File: src/rtl/sky1_prog_loader.sv
// sky1_prog_loader: framed byte-stream loader (SYNC, LEN, payload, XOR CHK) that
// writes the payload into the core's instruction memory and gates core execution.
module sky1_prog_loader #(
    parameter int                ADDR_W    = 7,
    parameter int                DATA_W    = 8,
    parameter logic [DATA_W-1:0] SYNC_BYTE = 8'hA5,
    parameter logic [ADDR_W-1:0] BASE_ADDR = '0
) (
    input  logic              clk_i,
    input  logic              rst_ni,
    input  logic              in_valid_i,
    input  logic [DATA_W-1:0] in_data_i,
    output logic              in_ready_o,
    output logic              mem_we_o,
    output logic [ADDR_W-1:0] mem_addr_o,
    output logic [DATA_W-1:0] mem_wdata_o,
    output logic              run_en_o,
    output logic              load_done_o,
    output logic              csum_err_o,
    output logic              len_err_o
);
    localparam int DEPTH = 1 << ADDR_W;
    localparam int LW    = ADDR_W + 1;

    typedef enum logic [1:0] {IDLE, LEN, DATA, CHK} state_t;

    state_t            state_q;
    logic [LW-1:0]     len_q, cnt_q, cnt_d;
    logic [DATA_W-1:0] chk_q, chk_d;
    logic              in_ready_q, mem_we_q, run_en_q, load_done_q, csum_err_q, len_err_q;
    logic [ADDR_W-1:0] mem_addr_q;
    logic [DATA_W-1:0] mem_wdata_q;
    logic              xfer, len_ok;

    assign xfer   = in_valid_i & in_ready_q;
    assign cnt_d  = cnt_q + 1'b1;
    assign chk_d  = chk_q ^ in_data_i;
    // LEN counts bytes, so 2**ADDR_W itself is legal and needs the extra bit in len_q
    assign len_ok = (in_data_i != '0) && (32'(in_data_i) <= 32'(DEPTH));

    always_ff @(posedge clk_i) begin
        if (!rst_ni) begin
            state_q     <= IDLE;
            len_q       <= '0;
            cnt_q       <= '0;
            chk_q       <= '0;
            in_ready_q  <= 1'b0;
            mem_we_q    <= 1'b0;
            mem_addr_q  <= '0;
            mem_wdata_q <= '0;
            run_en_q    <= 1'b0;
            load_done_q <= 1'b0;
            csum_err_q  <= 1'b0;
            len_err_q   <= 1'b0;
        end else begin
            in_ready_q  <= 1'b1;
            mem_we_q    <= 1'b0;
            load_done_q <= 1'b0;
            if (xfer) begin
                case (state_q)
                    IDLE: if (in_data_i == SYNC_BYTE) begin
                        state_q    <= LEN;
                        run_en_q   <= 1'b0;
                        csum_err_q <= 1'b0;
                        len_err_q  <= 1'b0;
                        chk_q      <= '0;
                    end
                    LEN: if (len_ok) begin
                        len_q   <= LW'(in_data_i);
                        cnt_q   <= '0;
                        state_q <= DATA;
                    end else begin
                        len_err_q <= 1'b1;
                        state_q   <= IDLE;
                    end
                    DATA: begin
                        chk_q       <= chk_d;
                        mem_we_q    <= 1'b1;
                        mem_addr_q  <= BASE_ADDR + cnt_q[ADDR_W-1:0];
                        mem_wdata_q <= in_data_i;
                        cnt_q       <= cnt_d;
                        state_q     <= (cnt_d == len_q) ? CHK : DATA;
                    end
                    default: begin
                        run_en_q    <= (in_data_i == chk_q);
                        load_done_q <= (in_data_i == chk_q);
                        csum_err_q  <= (in_data_i != chk_q);
                        state_q     <= IDLE;
                    end
                endcase
            end
        end
    end

    assign in_ready_o  = in_ready_q;
    assign mem_we_o    = mem_we_q;
    assign mem_addr_o  = mem_addr_q;
    assign mem_wdata_o = mem_wdata_q;
    assign run_en_o    = run_en_q;
    assign load_done_o = load_done_q;
    assign csum_err_o  = csum_err_q;
    assign len_err_o   = len_err_q;
endmodule

File: config.mk
export PLATFORM = sky130hd
export DESIGN_NAME = sky1_prog_loader
export DESIGN_NICKNAME = d
export VERILOG_FILES = /design/src/rtl/sky1_prog_loader.sv
export SDC_FILE = /design/constraint.sdc
export NUM_CORES = 1
export LEC_CHECK = 0
export ABC_AREA = 1
export CORE_MARGIN = 4
export CORE_UTILIZATION = 45
export CTS_CLUSTER_SIZE = 10
export DETAILED_ROUTE_END_ITERATION = 12
export PLACE_DENSITY = 0.68
export SLEW_MARGIN = 20
export SYNTH_ARGS = -nofsm -noshare
export SYNTH_HDL_FRONTEND = slang
export SYNTH_SLANG_ARGS = --single-unit
File: constraint.sdc
create_clock -name clk_i -period 3.5 [get_ports clk_i]
set_input_delay 0.875 -clock clk_i [delete_from_list [all_inputs] [get_ports clk_i]]
set_output_delay 0.875 -clock clk_i [all_outputs]
set_load 0.03 [all_outputs]
## Word-level counts from Yosys, hierarchy flattened

Index checks and enable logic that the tools add are counted.

| storage, ports and cells | value |
|---|---|
| register bits after elaboration | 47 |
| RAM bits | 0 |
| bits in latches | 0 |
| bits of input ports | 11 |
| memories kept | 0 |
| bits in read-only memories | 0 |
| output and inout port bits | 21 |

| cells by class | value |
|---|---|
| shift operators | 0 |
| mux-type cells | 15 |
| $add $sub $neg | 1 |
| multipliers | 0 |
| equality and inequality tests | 9 |
| div/mod/pow operators | 0 |
| $lt $le $gt $ge | 1 |
| reductions and logical operators | 16 |
| bitwise gates (word level) | 5 |

Operators with widths:

| operator | number |
|---|---|
| $pmux 8 s2 | 2 |
| $eq 8x8->1 | 2 |
| $mux 8 | 2 |
| $reduce_and 3->1 | 4 |
| $add 8x1->8 const B | 1 |
| $eq 8x8->1 const B | 1 |
| $le 8x8->1 const B | 1 |
| $ne 8x8->1 | 1 |
| $reduce_bool 8->1 | 1 |
| $xor 8x8->8 | 1 |
| $ne 2x2->1 const B | 3 |
| $pmux 1 s2 | 3 |
| $pmux 2 s3 | 1 |
| $reduce_and 2->1 | 3 |
| $reduce_bool 2->1 | 3 |
| $mux 1 | 5 |
| $reduce_or 5->1 | 1 |
| $mux 2 | 2 |
| $reduce_and 4->1 | 1 |
| $not 1->1 | 3 |
| $eq 2x1->1 const B | 1 |
| $eq 2x2->1 const B | 1 |
| $logic_not 2->1 | 1 |
| $reduce_or 2->1 | 1 |
| 2 further kinds | 2 |

## Longest topological paths before layout

Gate-level depths: netlist (run 1).

| depth | value |
|---|---|
| depth in word-level cells | 4 |
| gate-level depth with buffers | 13 |

## Least setup slack after synthesis (run 1)

OpenSTA, ideal clock, no wires.

| timing | value |
|---|---|
| kind | input to register |
| start point | input in_data_i[6] |
| end point | register len_q[6] |
| setup slack | 1537 ps |
| buffers on the path | 1 |
| setup time | 117 ps |
| stages on the path | 8 |
| arrival time | 1846 ps |
| cells stage by stage | nor3_2 > nand3_2 > xor2_2 > nor2_4 > nand2_2 > buf_6 > o21ai_1 > a21oi_1 |

| on the way | value |
|---|---|
| word-level cells in the longest chain between the ends | 3 |
| elaborated cells between the ends (all ways) | 4 |

RTL lines:

| element | RTL line | RTL |
|---|---|---|
| start: declaration | 12 | `input logic [DATA_W-1:0] in_data_i,` |
| $le 8x8->1 / $reduce_bool 8->1 (equally long branches) | 39 | `assign len_ok = (in_data_i != '0) && (32'(in_data_i) <= 32'(DEPTH));` |
| $logic_and 1x1->1 | 39 |  |
| $reduce_and 3->1 (no source line) | - |  |
| end signal: assignment | 69 | `len_q <= LW'(in_data_i);` |
| end: declaration | 28 | `logic [LW-1:0] len_q, cnt_q, cnt_d;` |

Several ways; a longest one is shown, not always the timed one.
A chain may end at the register's enable or synchronous reset.

## Worst setup path after layout (run 1)

| timing | value |
|---|---|
| start point | input in_data_i[6] |
| end point | register len_q[7] |

| on the way | value |
|---|---|
| word-level cells in the longest chain between the ends | 3 |
| elaborated cells between the ends (all ways) | 4 |

RTL lines:

| element | RTL line |
|---|---|
| $le 8x8->1 / $reduce_bool 8->1 (equally long branches) | 39 |
| $logic_and 1x1->1 (*) | 39 |
| $reduce_and 3->1 (no source line) (*) | - |

Every way passes the cells marked *; elsewhere a longest branch is shown, timed or not.

==> results, run 1 <==
- The fraction of layout cells with a size suffix above 1 is 0.0737.
- For this run, the detailed router's first-pass iteration total came to 4.
- The flip-flop and latch count after synthesis is 47.
- The synthesized netlist net count is 324.
- The worst-case vdd ir drop is 0.281 mV.
- The synthesized netlist cell count is 308.
- The DRC marker count from the first detailed-route iteration is 172.
- The tree built by TritonCTS fans out to 47 sinks.
- The initial core utilization is 0.469.
- The synthesized netlist contains 28 unique library cells.
- The headroom to the max-slew limit is 0.717.
- Clock-pin slew was measured on the worst setup and hold paths at 0.09 ns.
- The flow ran to the end, and the final reports show no timing, DRC or antenna violations.
- After clock tree synthesis, the setup repair step added 0 buffers.
- The H-tree was split into 2 levels.
- The type of the most critical hold path is flip-flop to flip-flop.
- Summed over all nets, wire length on met3 after detailed routing comes to 319 µm.
- Summing every instance area after synthesis gives 2230 µm².
- The detailed-route via count is 2,093.
- The data arrival time of the critical path is 2.66 ns.
- In the routed layout, each cell is associated on average with a via count of 5.16.
- The Yosys step of the flow raised 0 warnings.
- The share of the Yosys chip area taken by registers is 0.422.
- Dividing the final minimum period by the clock period gives 0.704.
- The instance area at placement is 2590 µm².
- The cell with the largest stage delay on the worst path is sky130_fd_sc_hd__clkdlybuf4s50_1.
- Summing all non-filler instances in the final layout gives an area of 2680 µm².
- The core region is 4750 µm².
- The floorplan step set the die height to 78.4 µm.
- The pin count of the biggest net entering global routing is 36.
- After clock tree synthesis, the repair step resized 0 gates.
- Setup violations remaining at the end of the flow were counted as 0.
- The count of buffers added on input and output ports is 31.
- In this run the static leakage power is 0.995 nW.
- In the final routed layout, each cell accounts on average for 13.3 µm.
- The worst setup path is of the primary input to flip-flop kind.
- The number of failing hold endpoints at the final stage is 0.
- The number of pins with negative max-slew slack in the final report is 0.
- The number of placed I/O pins is 32.
- The sort of element at the start of the critical path is a primary input.
- Relative to the synthesized area, the layout overhead comes to 20.0%.
- The total detailed-routing wirelength is 5390 µm.
- The detailed-routed wire length on met2 is 2480 µm.
- Routability-driven placement finished with a final weighted congestion of 0.923.
- On the worst path, the slowest cell contributes a delay of 0.55 ns.
- The maximum operating frequency is 0.406 GHz.
- The later-pin clock latency in the skew report is 0.31 ns.
- The per-instance average area after synthesis is 7.24 µm².
- Setup total negative slack on the finished layout was measured at 0 ns.
- The antenna diode count is 0.
- The clock period minus worst slack is 2.47 ns.
- The critical path goes through clkdlybuf4s50_1, nor3_2, nand3_2, xor2_2, nor2_4, nand2_2, o21ai_2, a21oi_1.
- The length of routed wiring on met1 is 2490 µm.
- The slew of the pin with the lowest slew margin is 0.425 ns.
- Once detail routing completed, the nets flagged for antenna violations numbered 0.
- Data on the critical path is required at its endpoint by 3.69 ns.
- The type of element capturing the critical path is a flip-flop.
- The first-pass GRT wire length is 9140 µm.
- The global routing usage summed across all routing layers is 0.189.
- Between clock sinks in the finished design, the worst skew comes to 0.00630 ns.
- The total design power is 0.915 mW.
- Power spread over the standard cell area amounts to 342 nW/µm².
- The count of nets after finishing is 354.
- The placed wire-length estimate is 3870 µm.
- The highest layer touched by signal routing is met4.
- The tree is rooted in a sky130_fd_sc_hd__clkbuf_8.
- The layout has 493 filler cells.
- The sum of overflow across all layers after global routing is 0.
- Setup repair after global routing left no endpoint under its margin.
- In this run the worst path has a maximum fanout of 11.
- The initial antenna violation count is 0.
- The die is 78.4 µm wide.
- The number of max-capacitance violations reported is 0.
- The CTS tree is built.
- The via count of the first global-routing pass came to 1,998.
- The number of hold buffers added after CTS is 0.
- For this run, the share of the core covered by cells in the final layout is 0.563.
- The post-route DRC violation count is 0.
- The area of the die is 6140 µm².
- After floorplanning, the core was divided into 25 placement rows.
- The number of clock buffers added by TritonCTS is 5.
- The number of buffers between clock root and the deepest sink is 2.
==> path summary, 6_finish.rpt <==
check / start / to / slack (ns) / cells after the start
setup / recovery: in_data_i[6] / len_q[7]$_SDFFE_PN0P_ / 1.03 / 8
hold / removal: run_en_o$_SDFFE_PN0P_ / run_en_o$_SDFFE_PN0P_ / 0.46 / 2
setup reg to reg: state_q[0]$_SDFFE_PN0P_ / chk_q[1]$_SDFFE_PN0P_ / 1.62 / 10
hold reg to reg: run_en_o$_SDFFE_PN0P_ / run_en_o$_SDFFE_PN0P_ / 0.46 / 2
==> routing by layer <==
metal,track usage,vias up
met5,0,-
met4,0.0769,0
met3,0.0573,8
met2,0.303,56
met1,0.236,953
li1,-,1076
==> logic make-up after synthesis <==
group                      count (synthesis)  share of synthesized area
DFF                                       47                      0.422
xor gates and xnor gates                   9                     0.0387
AOI/OAI and AO/OA                         71                      0.163
buffers and inverters                     37                     0.0690
and+or+nand+nor                          139                      0.279
adders and majority gates                  5                     0.0281
==> where the power goes <==
part / total, mW / internal [mW] / switching, mW
logic: 0.0481 / 0.0184 / 0.0296
clock network: 0.332 / 0.139 / 0.193
registers: 0.535 / 0.535 / 0.000368
total: 0.915 / 0.693 / 0.223
==> sequential cells by signal (all words and copies together), names as in the netlist, 2 cells and up <==
| name | count |
|---|---|
| chk_q | 8 |
| cnt_q | 8 |
| state_q | 2 |
| mem_wdata_o | 8 |
| mem_addr_o | 7 |
| len_q | 8 |
==> final cells by class <==
| class | count | area [µm²] | area share |
|---|---|---|---|
| timing repair buffer | 33 | 325 | 0.122 |
| clock inverter | 3 | 20.0 | 0.00748 |
| inverter | 27 | 101 | 0.0379 |
| multi-input combinational | 224 | 1130 | 0.424 |
| tap | 67 | 83.8 | 0.0313 |
| clock buffer | 5 | 68.8 | 0.0257 |
| sequential | 47 | 941 | 0.352 |
==> Yosys cell counts, drive strengths merged <==
cell type,n,area share
inv,27,0.045
nand3b,3,0.010
clkbuf,8,0.013
buf,2,0.010
o21ai,38,0.087
nand3,27,0.063
nand4,4,0.011
ha,5,0.028
nor3b,1,0.0034
xnor2,4,0.016
nor2,43,0.078
xor2,5,0.023
nor3,4,0.011
and2,1,0.0028
or2,1,0.0028
dfxtp,47,0.42
a21oi,33,0.076
nand2,55,0.097
==> critical path, delay by kind of cell <==
family / cells / cell delay [ns]
compound gates: 2 / 0.26
simple gates: 4 / 0.78
buf+inv: 1 / 0.55
xor+xnor: 1 / 0.19
==> layout by cell type (no fill, tap or decap), drive strengths merged, types with 2 or more instances in the layout <==
cell type / n
a21oi: 33
buf: 2
clkbuf: 5
clkdlybuf4s50: 31
clkinvlp: 2
dfxtp: 47
ha: 5
inv: 27
nand2: 55
nand3: 27
nand3b: 3
nand4: 4
nor2: 43
nor3: 4
o21ai: 38
xnor2: 4
xor2: 5
==> through the flow <==
stage | std cells | hold slack [ns] | worst slack, ns
after floorplan | 308 | 0.443 | 1.54
after global placement | 398 | 0.452 | 0.712
after detailed placement | 398 | 0.455 | 0.726
after CTS | 406 | 0.468 | 1.05
after global routing | 406 | 0.486 | 0.925
final | 406 | 0.463 | 1.03
Power figures use the tool's default switching activity.
==> run 2: changes to the inputs <==
==> constraint.sdc (replaced) <==
create_clock -name clk_i -period 2.5 [get_ports clk_i]
set_input_delay 0.625 -clock clk_i [delete_from_list [all_inputs] [get_ports clk_i]]
set_output_delay 0.625 -clock clk_i [all_outputs]
set_load 0.03 [all_outputs]
==> run 2 against run 1 <==
Compared with the run above:
- sequential share of layout area shrank 0.88 points
- via count decreased by 2.0%
- first-iteration DRC count is 28% lower
- sequential power increased by 40%
- hold slack improved by 0.0097 ns
- global-route usage shrank 0.39 points
- count of clock-buffer cells in the layout did not move
- combinational power grew 49%
==> results, run 2 (synthesized netlist as in run 1, its figures left out) <==
- The run finished with clean final reports.
- The buffer cell driving the clock tree root is sky130_fd_sc_hd__clkbuf_8.
- The clock net in this run drives a total of 47 sinks.
- The top cell types in the final layout, fill and taps aside, are sky130_fd_sc_hd__nand2_1 (51), sky130_fd_sc_hd__dfxtp_1 (47), sky130_fd_sc_hd__nor2_1 (40).
- At the pin with the least slew margin, the transition time is 0.409 ns.
- Following the worst setup path forward leads to its endpoint at cnt_q[3]$_SDFFE_PN0P_.
- In this design, the stage delay of the slowest critical-path cell is 0.52 ns.
- The post-CTS setup buffer count is 0.
- The number of failing hold endpoints at the final stage is 0.
- The wire length per cell after detailed routing is 12.5 µm.
- IR analysis of the VDD net gives a maximum drop of 0.324 mV.
- The final total negative setup slack is 0 ns.
- The cell with the largest stage delay on the worst path is sky130_fd_sc_hd__clkdlybuf4s50_1.
- Setup repair after global routing left no endpoint under its margin.
- The pin count of the biggest net entering global routing is 36.
- Measured against its own limit, the worst slew margin works out to 0.727.
- The clock buffer count from CTS is 5.
- The area of the die is 6140 µm².
- The antenna diode count is 0.
- The data arrival time of the critical path is 2.27 ns.
- The floorplan die width is 78.4 µm.
- The fraction of layout cells with a size suffix above 1 is 0.0899.
- The initial core utilization is 0.469.
- For the final database, setup skew stands at 0.0114 ns.
- The CTS tree is built.
- Based on the critical path, the design can be clocked at up to 0.493 GHz.
- With fillers left out, the area of the finished cells amounts to 2740 µm².
- The length of the first detailed-routing pass in iterations is 4.
- The via count of the first global-routing pass was 1,902.
- For this design the top-level I/O count stands at 32.
- In the global route stage, met1 resource usage came out at 0.234.
- In this run the register-to-register setup slack is 0.66 ns.
- Power comes to 1.39 mW.
- From synthesis to final layout, the design area changed by 23.1%.
- The HPWL after detailed placement is 3730 µm.
- After detailed routing, the number of remaining DRC violations is 0.
- In this run the core area contains 25 standard-cell rows.
- The met3 demand-to-capacity share in global routing is 0.0378.
- Walking the worst path, the cells encountered are clkdlybuf4s50_1, nor2_1, nand3_2, xor2_2, nand2_1, nand2_2, o21ai_0, a21oi_1.
- The final period utilization is 0.811.
- Max-cap violations in this run came to 0.
- The initial antenna violation count is 0.
- The via density per instance is 4.98.
- The most utilized layer in the global route result is met2.
- The end of the worst register-to-register path is chk_q[1]$_SDFFE_PN0P_.
- At the end of the flow, the number of nets in the layout was 360.
- STA puts the critical path data required time at 2.75 ns.
- The tightest min-delay check is of the flip-flop to flip-flop type.
- The DRC marker count from the first detailed-route iteration is 124.
- The type of element capturing the critical path is a flip-flop.
- The clock-pin slew on the worst setup and hold paths is 0.09 ns.
- The leakage dissipation is 1.04 nW.
- The total detailed-routing wirelength is 5160 µm.
- The most common cell after layout, fill and taps aside is sky130_fd_sc_hd__nand2_1.
- The critical path startpoint is in_data_i[0].
- The critical path class is primary input to flip-flop.
- The clock period minus worst slack is 2.03 ns.
- Across every metal layer, demand over resource in global routing totals 0.185.
- The hold path startpoint is run_en_o$_SDFFE_PN0P_.
- Counting along the longest clock path gives a buffer depth of 2.
- The number of pins with negative max-slew slack in the final report is 0.
- Measured in cells, the most critical reg-to-reg path has a length of 10.
- In this run the vertical extent of the chip is 78.4 µm.
- For this run, global-route usage on met2 was measured as 0.308.
- Hold repair after CTS inserted 0 buffers.
- The core outline area is 4750 µm².
- The number of filler instances in the final layout is 452.
- The worst hold path was traced through 2 stages.
- The first-pass GRT wire length is 8940 µm.
- The count of buffers inserted at the top-level ports is 31.
- The number of H-tree levels is 2.
- Post-CTS repair changed the size of 0 cells.
- The detail route stage leaves a number of antenna-violating nets equal to 0.
- Along the worst path, the maximum fanout reaches 15.
- The detailed-route via count is 2,051.
- The worst register-to-register path begins at state_q[0]$_SDFFE_PN0P_.
- For the worst-skew pair, the clock arrives at the later sink with an insertion delay of 0.31 ns.
- For this run the aggregate overflow at the end of global routing stands at 0.
- The setup violation total in the final timing report is 0.
- STA classifies the critical path startpoint as a primary input.
- The instance area at placement is 2630 µm².
- The power density normalized to cell area is 508 nW/µm².
- The global placer's final weighted congestion is 0.817.
[run 2: cell count changes in the layout (fill, tap and decap cells not counted), sizes merged]
cell | before | now
buf | 2 | 8
clkinvlp | 2 | 0
bufinv | 0 | 1
clkinv | 1 | 2
[run 2: report_power, final]
group          switching [mW]  internal (mW)  total, mW
Clock                   0.274          0.298      0.572
Combinational          0.0409         0.0309     0.0718
Sequential           0.000511          0.749      0.749
Total                   0.315           1.08       1.39
[run 2: area by class of cell]
class                           count  area [µm²]  share of cell area
Multi-Input combinational cell    224        1130               0.414
Sequential cell                    47         941               0.343
Timing Repair Buffer               39         370               0.135
Inverter                           27         101              0.0369
Tap cell                           67        83.8              0.0306
Clock buffer                        5        68.8              0.0251
Clock inverter                      3        43.8              0.0160
[run 2: worst min-delay path by stage]
stage,endpoint
detailed placement,run_en_o$_SDFFE_PN0P_
global route,csum_err_o$_SDFFE_PN0P_
global placement,run_en_o$_SDFFE_PN0P_
floorplan,len_q[7]$_SDFFE_PN0P_
finish,run_en_o$_SDFFE_PN0P_
CTS,run_en_o$_SDFFE_PN0P_
[run 2: stage by stage]
stage | hold WS, ns | utilization | setup slack [ns] | instances
4_1_cts | 0.472 | 0.577 | 0.447 | 412
3_3_place_gp | 0.457 | 0.553 | 0.160 | 404
3_5_place_dp | 0.459 | 0.553 | 0.123 | 404
2_1_floorplan | 0.443 | - | 0.787 | 308
5_1_grt | 0.509 | 0.577 | 0.269 | 412
6_report | 0.473 | 0.577 | 0.474 | 412
[run 2: routing by layer]
layer,share of wire,up-vias
met5,0,-
met4,0.017,0
met3,0.036,8
met2,0.48,42
met1,0.47,916
li1,-,1085
[run 2: critical path: cells and delay by family]
| family | cells | cell delay [ns] |
|---|---|---|
| buffers and inverters | 1 | 0.52 |
| and+or+nand+nor | 4 | 0.64 |
| xor gates and xnor gates | 1 | 0.24 |
| AOI/OAI and AO/OA | 2 | 0.25 |
